<file path="src/rtl/pipelined_csa_prefix_adder.sv">
// ---------------------------------------------------------------------------
// pipelined_csa_prefix_adder
//
// Three-stage streaming three-operand adder: out_sum = a + b + c + cin.
// The result is exact (WIDTH+2 bits). Each transaction selects signed
// (two's complement) or unsigned operands.
//   S1: sign/zero extension and 3:2 carry-save compression. The compressed
//       sum/carry pair is registered as propagate/generate vectors.
//   S2: Ladner-Fischer parallel-prefix carry network. It registers the
//       group carries G[i:0].
//   S3: final xor. This register drives out_sum/out_tag directly.
// Flow control is an elastic valid/ready chain. A stage loads whenever it is
// empty or its downstream stage is able to move, so bubbles collapse under
// backpressure. in_ready is combinational from out_ready.
//
// Ports:
//   clk, rst           clock and synchronous active-high reset
//   in_valid/in_ready  input handshake
//   in_a/in_b/in_c     WIDTH-bit operands
//   in_cin             carry-in (weight 1)
//   in_signed          1 = operands are two's complement
//   in_tag             sideband tag, returned with the result
//   out_valid/out_ready output handshake
//   out_sum            WIDTH+2-bit exact sum
//   out_tag            tag of the result
// ---------------------------------------------------------------------------
module pipelined_csa_prefix_adder #(
    parameter int WIDTH = 32,
    parameter int TAG_W = 4
) (
    input  logic               clk,
    input  logic               rst,
    input  logic               in_valid,
    output logic               in_ready,
    input  logic [WIDTH-1:0]   in_a,
    input  logic [WIDTH-1:0]   in_b,
    input  logic [WIDTH-1:0]   in_c,
    input  logic               in_cin,
    input  logic               in_signed,
    input  logic [TAG_W-1:0]   in_tag,
    output logic               out_valid,
    input  logic               out_ready,
    output logic [WIDTH+1:0]   out_sum,
    output logic [TAG_W-1:0]   out_tag
);

    localparam int EW   = WIDTH + 2;
    localparam int LVLS = $clog2(EW);

    // Two extra bits are enough: three extended operands plus cin always fit.
    function automatic logic [EW-1:0] extend(input logic [WIDTH-1:0] v, input logic sgn);
        logic [1:0] top;
        if (sgn && v[WIDTH-1]) begin
            top = 2'b11;
        end else begin
            top = 2'b00;
        end
        return {top, v};
    endfunction

    // Stage registers
    logic               v1_r, v2_r, v3_r;
    logic [EW-1:0]      p1_r, g1_r;
    logic [TAG_W-1:0]   tag1_r, tag2_r, tag3_r;
    logic [EW-1:0]      p2_r, x2_r;
    logic [EW-1:0]      sum3_r;

    // Combinational intermediates
    logic               r1_s, r2_s, r3_s;
    logic [EW-1:0]      a_x_s, b_x_s, c_x_s;
    logic [EW-1:0]      s1_s, c1_s, cs_s;
    logic [EW-1:0]      p_in_s, g_in_s;
    logic [EW-1:0]      gl_s [0:LVLS];
    logic [EW-1:0]      pl_s [0:LVLS];
    logic [EW-1:0]      sum_s;

    // A stage can load when it is empty or its contents move on this edge.
    assign r3_s     = !v3_r | out_ready;
    assign r2_s     = !v2_r | r3_s;
    assign r1_s     = !v1_r | r2_s;
    assign in_ready = r1_s;

    assign out_valid = v3_r;
    assign out_sum   = sum3_r;
    assign out_tag   = tag3_r;

    // Extension and 3:2 compression. cin occupies the empty bit 0 of the
    // shifted carry vector, so S2 needs no separate carry input.
    always_comb begin
        a_x_s  = extend(in_a, in_signed);
        b_x_s  = extend(in_b, in_signed);
        c_x_s  = extend(in_c, in_signed);
        s1_s   = a_x_s ^ b_x_s ^ c_x_s;
        c1_s   = (a_x_s & b_x_s) | (a_x_s & c_x_s) | (b_x_s & c_x_s);
        cs_s   = {c1_s[EW-2:0], in_cin};
        p_in_s = s1_s ^ cs_s;
        g_in_s = s1_s & cs_s;
    end

    // Ladner-Fischer prefix network. At level l, every bit whose index has
    // bit l set merges with the top bit of the preceding 2^l block. After
    // LVLS levels, each node spans down to bit 0.
    always_comb begin
        for (int l = 0; l <= LVLS; l++) begin
            gl_s[l] = '0;
            pl_s[l] = '0;
        end
        gl_s[0] = g1_r;
        pl_s[0] = p1_r;
        for (int l = 0; l < LVLS; l++) begin
            for (int i = 0; i < EW; i++) begin
                if (((i >> l) & 1) == 1) begin
                    gl_s[l+1][i] = gl_s[l][i] | (pl_s[l][i] & gl_s[l][((i >> l) << l) - 1]);
                    pl_s[l+1][i] = pl_s[l][i] & pl_s[l][((i >> l) << l) - 1];
                end else begin
                    gl_s[l+1][i] = gl_s[l][i];
                    pl_s[l+1][i] = pl_s[l][i];
                end
            end
        end
    end

    // The carry into bit i is the group carry of bits i-1..0.
    always_comb begin
        sum_s = p2_r ^ {x2_r[EW-2:0], 1'b0};
    end

    // Stage 1 register: propagate/generate of the compressed pair.
    always_ff @(posedge clk) begin
        if (rst) begin
            v1_r   <= 1'b0;
            p1_r   <= '0;
            g1_r   <= '0;
            tag1_r <= '0;
        end else if (r1_s) begin
            v1_r   <= in_valid;
            p1_r   <= p_in_s;
            g1_r   <= g_in_s;
            tag1_r <= in_tag;
        end
    end

    // Stage 2 register: group carries and propagate.
    always_ff @(posedge clk) begin
        if (rst) begin
            v2_r   <= 1'b0;
            p2_r   <= '0;
            x2_r   <= '0;
            tag2_r <= '0;
        end else if (r2_s) begin
            v2_r   <= v1_r;
            p2_r   <= p1_r;
            x2_r   <= gl_s[LVLS];
            tag2_r <= tag1_r;
        end
    end

    // Stage 3 register: the output register. It holds while stalled.
    always_ff @(posedge clk) begin
        if (rst) begin
            v3_r   <= 1'b0;
            sum3_r <= '0;
            tag3_r <= '0;
        end else if (r3_s) begin
            v3_r   <= v2_r;
            sum3_r <= sum_s;
            tag3_r <= tag2_r;
        end
    end

endmodule

</file>
<file path="config.mk">
export PLATFORM = sky130hd
export DESIGN_NAME = pipelined_csa_prefix_adder
export DESIGN_NICKNAME = d
export VERILOG_FILES = /design/src/rtl/pipelined_csa_prefix_adder.sv
export SDC_FILE = /design/constraint.sdc
export NUM_CORES = 1
export LEC_CHECK = 0
export ABC_AREA = 1
export CAP_MARGIN = 20
export CORE_MARGIN = 3
export CORE_UTILIZATION = 45
export CTS_CLUSTER_DIAMETER = 80
export CTS_CLUSTER_SIZE = 28
export DETAILED_ROUTE_END_ITERATION = 16
export GPL_TIMING_DRIVEN = 0
export PLACE_DENSITY = 0.77
export SKIP_CTS_REPAIR_TIMING = 1
export SLEW_MARGIN = 20
export SYNTH_ARGS = -nofsm -noshare
export SYNTH_HDL_FRONTEND = slang
export SYNTH_SLANG_ARGS = --single-unit
</file>
<file path="constraint.sdc">
create_clock -name clk -period 2 [get_ports clk]
set_input_delay 0.4 -clock clk [delete_from_list [all_inputs] [get_ports clk]]
set_output_delay 0.4 -clock clk [all_outputs]
set_load 0.005 [all_outputs]
</file>
==> impl_metrics.py, run 1 <==
metrics = {
    "run_status": {
        "outcome": "complete, no violations",
    },
    "routing": {
        "drt-initial-drc-count": 930,
        "dr_total_vias": 7851,
        "firstDrtPassIters": 6,
        "totalWireLength_um": 23100,
        "drt-vias-per-instance": 5.32,
        "wl_per_cell_um": 15.7,
        "ant_nets": 0,
        "drc_errors": 0,
    },
    "global_route": {
        "grt_pass1_vias": 7468,
        "antenna_found_initial": 0,
        "grt_first_pass_wirelength_um": 37700,
        "grt_use_total_pct": 22.6,
        "grt_max_degree": 19,
        "grt_overflow": 0,
    },
    "setup_path": {
        "worstSetupStartpointType": "input pin",
        "r2r_cells": 10,
        "worstSetupPathType": "input pin to output port",
        "crit_chain": "clkdlybuf4s50_1, nor2_4, inv_4, nor2_4, nand2_2, buf_6, clkbuf_2",
        "cpMaxStageDelayCell": "clkdlybuf4s50_1",
        "worst-path-buf-inv": 4,
        "cp.required_ns": 1.60,
        "setup.worst_path.end_class": "output port",
        "crit_fanout": 7,
        "critPathMostFrequentCell": "nor2_4",
        "r2r_start": "out_valid$_SDFFE_PP0P_",
        "crit_family": "buffers and inverters",
        "rrSetupSlack_ns": 0.22,
        "slowest_delay_ns": 0.44,
        "critPathArrivalTime_ns": 1.60,
        "timing.rr.end": "p2_r[24]$_SDFFE_PP0P_",
    },
    "power": {
        "fin_total_pwr_mw": 9.03,
        "p_sw_mw": 2.60,
        "intPower_mw": 6.43,
        "p_per_area_nw_per_um2": 822,
        "p_sw_share_pct": 28.8,
        "pwr-share-comb_pct": 16.8,
        "p_seq_share_pct": 47.3,
        "ir_drop_mv": 0.614,
        "cellLeakagePower_nw": 4.50,
        "power_frac_clock_pct": 35.9,
    },
    "logic_synthesis": {
        "yosysMostFrequentCell": "nand2_1",
        "ys.flop_type": "dfxtp_1",
        "yosys-top-cells-count": "nand2_1 (206), dfxtp_1 (183), a21oi_1 (160)",
        "synth_area_per_cell_sq_um": 8.09,
        "synth_cells": 1065,
        "yosysTopAreaCellShare_pct": 42.5,
        "synth-seq-cells": 183,
        "syn_area_sq_um": 8620,
        "ys_warn_count": 0,
        "synthTopCellsByArea": "dfxtp_1 (43%), a21oi_1 (9.3%), nand2_1 (9.0%)",
        "seq_area_frac_synth_pct": 42.5,
        "synthDistinctLibCells": 34,
        "async_flop_share_pct": 0,
        "synth-edff-count": 0,
        "yosys.area.top_type": "dfxtp_1",
        "synth_fp_nets": 1237,
    },
    "min_path": {
        "hold_path.class": "flip-flop to flip-flop",
        "hold_depth": 2,
        "hp-start": "x2_r[15]$_SDFFE_PP0P_",
        "holdPathEnd": "x2_r[15]$_SDFFE_PP0P_",
    },
    "timing": {
        "finalSetupViolCount": 0,
        "rsz0062_at_grt": "true",
        "fmax_ghz": 0.500,
        "slew_headroom_pct": 59.1,
        "fin_crit_sh_pct": 99.9,
        "hold_viol_final": 0,
        "finClkSkew_ns": 0.00820,
        "fin_tns_setup_ns": 0,
        "setup_ws_ns": 0.00175,
        "holdWs_ns": 0.481,
        "min_period_ns": 2.00,
        "tightest_slew_ns": 0.613,
        "drv_slew": 0,
    },
    "clocking": {
        "root_buffer": "clkbuf_16",
        "htree_num_levels": 4,
        "insertion_delay_ns": 0.44,
        "cts_tree": "built",
        "clock-sinks": 183,
        "clk_pin_slew_ns": 0.07,
        "cts_buffers": 17,
        "cts_buffer_depth": 2,
    },
    "floorplan": {
        "num_io_pins": 146,
        "dieArea_sq_um": 20900,
        "start_util_pct": 46.9,
        "dieWidth_um": 144,
        "die_y_um": 144,
        "core_area_sq_um": 18400,
        "rows": 49,
    },
    "placement": {
        "post-place-ws_ns": -0.675,
        "placed_area_sq_um": 10300,
        "dpl.cell_count": 1438,
        "dpl.hpwl_um": 17900,
        "gp_congestion": 0.900,
        "port_buffers": 144,
    },
    "final_layout": {
        "n_fill_cell": 1641,
        "final_area_sq_um": 11000,
        "antenna_cells": 0,
        "multiInputGateArea_sq_um": 4400,
        "post-route-util_pct": 59.7,
        "final_cells": 1477,
        "fin_nets": 1407,
        "layout-drive-gt1-share_pct": 8.01,
        "syn2layout_area_growth_pct": 27.4,
        "seq_area_sq_um": 3660,
    },
    "run": {
        "max_cap_violations": 0,
    },
}
-- layout by cell type (no fill, tap or decap), types with 2 or more instances in the layout --
cell	netlist	routed
clkbuf_16	0	17
nand3b_1	2	2
clkdlybuf4s50_1	0	143
o21ai_1	3	3
o21a_1	2	2
clkbuf_1	39	38
o21ai_0	83	83
dfxtp_1	183	182
nor3_1	5	5
buf_6	7	8
clkinvlp_4	0	3
nor2_1	86	86
inv_6	0	5
xnor2_1	34	34
nor2_4	2	2
nand2_2	11	12
clkinv_4	0	2
inv_2	6	6
inv_1	46	45
buf_2	17	17
buf_4	3	10
ha_1	33	33
a21oi_1	160	160
a21oi_2	5	5
inv_8	0	3
nand2_1	206	205
a31oi_1	5	5
nand3_1	83	83
fa_1	33	33
-- state kept, by name, indices dropped and copies added, names as in the netlist, 4 cells and up --
signal / count
out_sum: 34
p1_r: 34
p2_r: 34
g1_r: 33
x2_r: 33
out_tag: 4
tag1_r: 4
tag2_r: 4
-- logic make-up (layout without fill, tap and decap cells) --
family,count (synthesis),after routing,synth area share [%]
compound gates,260,260,15.5
xor+xnor,34,34,3.45
fa+ha+maj,66,66,12.5
buf+inv,121,304,6.45
flops,183,183,42.5
mux,1,1,0.116
simple gates,400,400,19.5
-- power by group through the flow --
| stage | clock (mW) | combinational, mW | sequential [mW] |
|---|---|---|---|
| 3_3_place_gp | 0 | 1.46 | 4.33 |
| 3_5_place_dp | 0 | 1.49 | 4.34 |
| 5_1_grt | 3.40 | 1.71 | 4.31 |
| 4_1_cts | 3.25 | 1.51 | 4.26 |
| 6_report | 3.24 | 1.51 | 4.27 |
| 2_1_floorplan | 0 | 0.823 | 4.26 |
-- worst register-to-register path, stage by stage (launching register included) --
cell	delay, ns
dfxtp_2	0.34
inv_2	0.04
nor2_4	0.16
inv_4	0.07
nor2_4	0.18
buf_4	0.14
inv_2	0.03
buf_6	0.13
clkbuf_1	0.26
o21ai_0	0.27
a21oi_1	0.06
-- worst max-delay path by stage --
stage | cells after the start | end | startpoint
detailed placement | 7 | in_ready | out_ready
CTS | 7 | in_ready | out_ready
floorplan | 6 | p1_r[32]$_SDFFE_PP0P_ | in_c[31]
global placement | 7 | in_ready | out_ready
global route | 7 | in_ready | out_valid$_SDFFE_PP0P_
finish | 7 | in_ready | out_ready
-- area by class of cell --
class | count | share of cell area, %
plain buffers | 68 | 3.32
well taps | 229 | 2.61
flip-flops and latches | 183 | 33.4
clock inverters | 14 | 1.22
clock buffers | 18 | 4.00
inverters | 53 | 1.83
repair buffers | 151 | 13.6
multi-input cells | 761 | 40.1
-- per-layer routing --
| layer | global-route usage, % | share of wire (%) | up-vias |
|---|---|---|---|
| li1 | - | - | 3848 |
| met2 | 36.0 | 45 | 301 |
| met5 | 0 | 0 | - |
| met1 | 32.0 | 46 | 3682 |
| met3 | 4.43 | 7.8 | 20 |
| met4 | 5.20 | 1.0 | 0 |
Power figures use the tool's default switching activity.
==> run 2: changes to the inputs <==
--- a/config.mk
+++ b/config.mk
@@ -6,7 +6,7 @@
 export NUM_CORES = 1
 export LEC_CHECK = 0
 export ABC_AREA = 1
-export CAP_MARGIN = 20
+export CAP_MARGIN = 25
 export CORE_MARGIN = 3
 export CORE_UTILIZATION = 45
 export CTS_CLUSTER_DIAMETER = 80
==> results of run 2 <==
The final DEF is identical to that of run 1; final timing and power are the same.
==> run 3: changes to the inputs <==
--- a/config.mk
+++ b/config.mk
@@ -8,12 +8,12 @@
 export ABC_AREA = 1
 export CAP_MARGIN = 25
 export CORE_MARGIN = 3
-export CORE_UTILIZATION = 45
+export CORE_UTILIZATION = 30
 export CTS_CLUSTER_DIAMETER = 80
 export CTS_CLUSTER_SIZE = 28
 export DETAILED_ROUTE_END_ITERATION = 16
 export GPL_TIMING_DRIVEN = 0
-export PLACE_DENSITY = 0.77
+export PLACE_DENSITY = 0.58
 export SKIP_CTS_REPAIR_TIMING = 1
 export SLEW_MARGIN = 20
 export SYNTH_ARGS = -nofsm -noshare
==> impl_metrics.py, run 3 (synthesis results as in run 1) <==
metrics = {
    "floorplan": {
        "start_util_pct": 30.7,
        "num_io_pins": 146,
        "dieArea_sq_um": 30800,
        "dieWidth_um": 176,
        "die_y_um": 176,
        "core_area_sq_um": 28100,
        "rows": 61,
    },
    "timing": {
        "drv_slew": 0,
        "finClkSkew_ns": 0.0133,
        "tightest_slew_ns": 0.678,
        "min_period_ns": 1.99,
        "fin_crit_sh_pct": 99.5,
        "hold_viol_final": 0,
        "setup_ws_ns": 0.00909,
        "holdWs_ns": 0.404,
        "slew_headroom_pct": 54.8,
        "rsz0062_at_grt": "true",
        "finalSetupViolCount": 0,
        "fmax_ghz": 0.502,
    },
    "clocking": {
        "clock-sinks": 183,
        "cts_buffers": 17,
        "clk_pin_slew_ns": 0.07,
        "htree_num_levels": 4,
        "root_buffer": "clkbuf_16",
        "insertion_delay_ns": 0.44,
        "cts_buffer_depth": 2,
        "cts_tree": "built",
    },
    "global_route": {
        "grt.met2_usage_pct": 24.6,
        "grt_busiest_layer": "met2",
        "gr-usage-met1_pct": 23.3,
        "antenna_found_initial": 0,
        "grt_overflow": 0,
        "grt_use_total_pct": 15.9,
        "use_met3_pct": 2.27,
        "grt_first_pass_wirelength_um": 39100,
        "grt_pass1_vias": 7319,
        "grt_max_degree": 19,
    },
    "power": {
        "ir_drop_mv": 0.528,
        "cellLeakagePower_nw": 4.57,
        "intPower_mw": 6.69,
        "power_frac_clock_pct": 37.7,
        "p_sw_share_pct": 27.9,
        "p_per_area_nw_per_um2": 824,
        "pwr-share-comb_pct": 16.4,
        "p_seq_share_pct": 46.0,
        "p_sw_mw": 2.59,
    },
    "routing": {
        "drt-initial-drc-count": 506,
        "wl_per_cell_um": 15.0,
        "firstDrtPassIters": 5,
        "ant_nets": 0,
        "drc_errors": 0,
        "dr_total_vias": 7567,
        "totalWireLength_um": 24500,
        "drt-vias-per-instance": 4.64,
    },
    "setup_path": {
        "critPathArrivalTime_ns": 1.59,
        "setup.worst_path.end_class": "output port",
        "r2r_cells": 10,
        "worstSetupStartpointType": "flip-flop",
        "r2r_start": "out_valid$_SDFFE_PP0P_",
        "timing.rr.end": "p2_r[28]$_SDFFE_PP0P_",
        "worstSetupPathType": "flip-flop to output port",
        "cp.required_ns": 1.60,
        "crit_fanout": 5,
        "rrSetupSlack_ns": 0.23,
    },
    "final_layout": {
        "final_common_cell": "nand2_1",
        "final_cell_mix": "nand2_1 (205), dfxtp_1 (182), a21oi_1 (160), clkdlybuf4s50_1 (142), nor2_1 (86)",
        "layout-drive-gt1-share_pct": 8.38,
        "fin_nets": 1412,
        "multiInputGateArea_sq_um": 4400,
        "antenna_cells": 0,
        "n_fill_cell": 2964,
        "syn2layout_area_growth_pct": 30.7,
        "seq_area_sq_um": 3660,
    },
    "run": {
        "max_cap_violations": 0,
    },
    "placement": {
        "post-place-ws_ns": -0.786,
        "port_buffers": 144,
        "gp_congestion": 0.848,
        "dpl.hpwl_um": 19500,
    },
    "min_path": {
        "hp-start": "out_ready",
        "holdPathEnd": "out_sum[0]$_SDFFE_PP0P_",
        "hold_path.class": "input pin to flip-flop",
        "hold_depth": 4,
    },
    "run_status": {
        "outcome": "complete, no violations",
    },
}
## run 3: power by group through the flow
stage                     clock network, mW  logic [mW]  registers [mW]
after detailed placement                  0        1.53            4.34
after global placement                    0        1.52            4.33
after floorplan                           0       0.823            4.26
final                                  3.50        1.52            4.27
after CTS                              3.56        1.54            4.26
after global routing                   3.72        1.73            4.31
## run 3: cell type report
class / count / area share, %
inverters: 53 / 1.81
flip-flops and latches: 183 / 32.5
well taps: 378 / 4.20
clock buffers: 18 / 3.90
plain buffers: 68 / 3.23
multi-input cells: 761 / 39.1
clock inverters: 14 / 1.64
repair buffers: 156 / 13.6
## run 3: metrics by stage
stage               TNS [ns]  instances  util, %  total power, mW  cell area [sq um]
detailed placement    -21.82       1587     37.5             5.87              10500
floorplan                  0       1065        -             5.08               8620
global placement      -17.39       1587     37.5             5.85              10500
CTS                   -0.796       1619     39.7             9.35              11200
global route         -0.0578       1631     40.1             9.76              11300
finish                     0       1631     40.1             9.28              11300
## run 3: worst max-delay path by stage
stage / from / endpoint / slack, ns / cells after the start
finish: out_valid$_SDFFE_PP0P_ / in_ready / 0.009 / 7
global route: out_valid$_SDFFE_PP0P_ / in_ready / -0.06 / 7
CTS: out_ready / in_ready / -0.80 / 7
detailed placement: out_ready / in_ready / -0.79 / 7
global placement: out_ready / in_ready / -0.72 / 7
floorplan: in_c[31] / p1_r[32]$_SDFFE_PP0P_ / 0.48 / 6
## run 3: routing by layer
metal | up-vias | wire [um] | part of all wire [%]
li1 | 3866 | - | -
met1 | 3482 | 12200 | 50
met2 | 196 | 10700 | 44
met3 | 23 | 1200 | 4.9
met4 | 0 | 310 | 1.3
met5 | - | 0 | 0
## run 3: critical path, cell delays in order (launching register included)
cell,delay (ns)
dfxtp_2,0.34
inv_2,0.04
nor2_4,0.17
clkinv_4,0.10
nor2_4,0.16
nand2_2,0.08
buf_6,0.15
buf_6,0.11
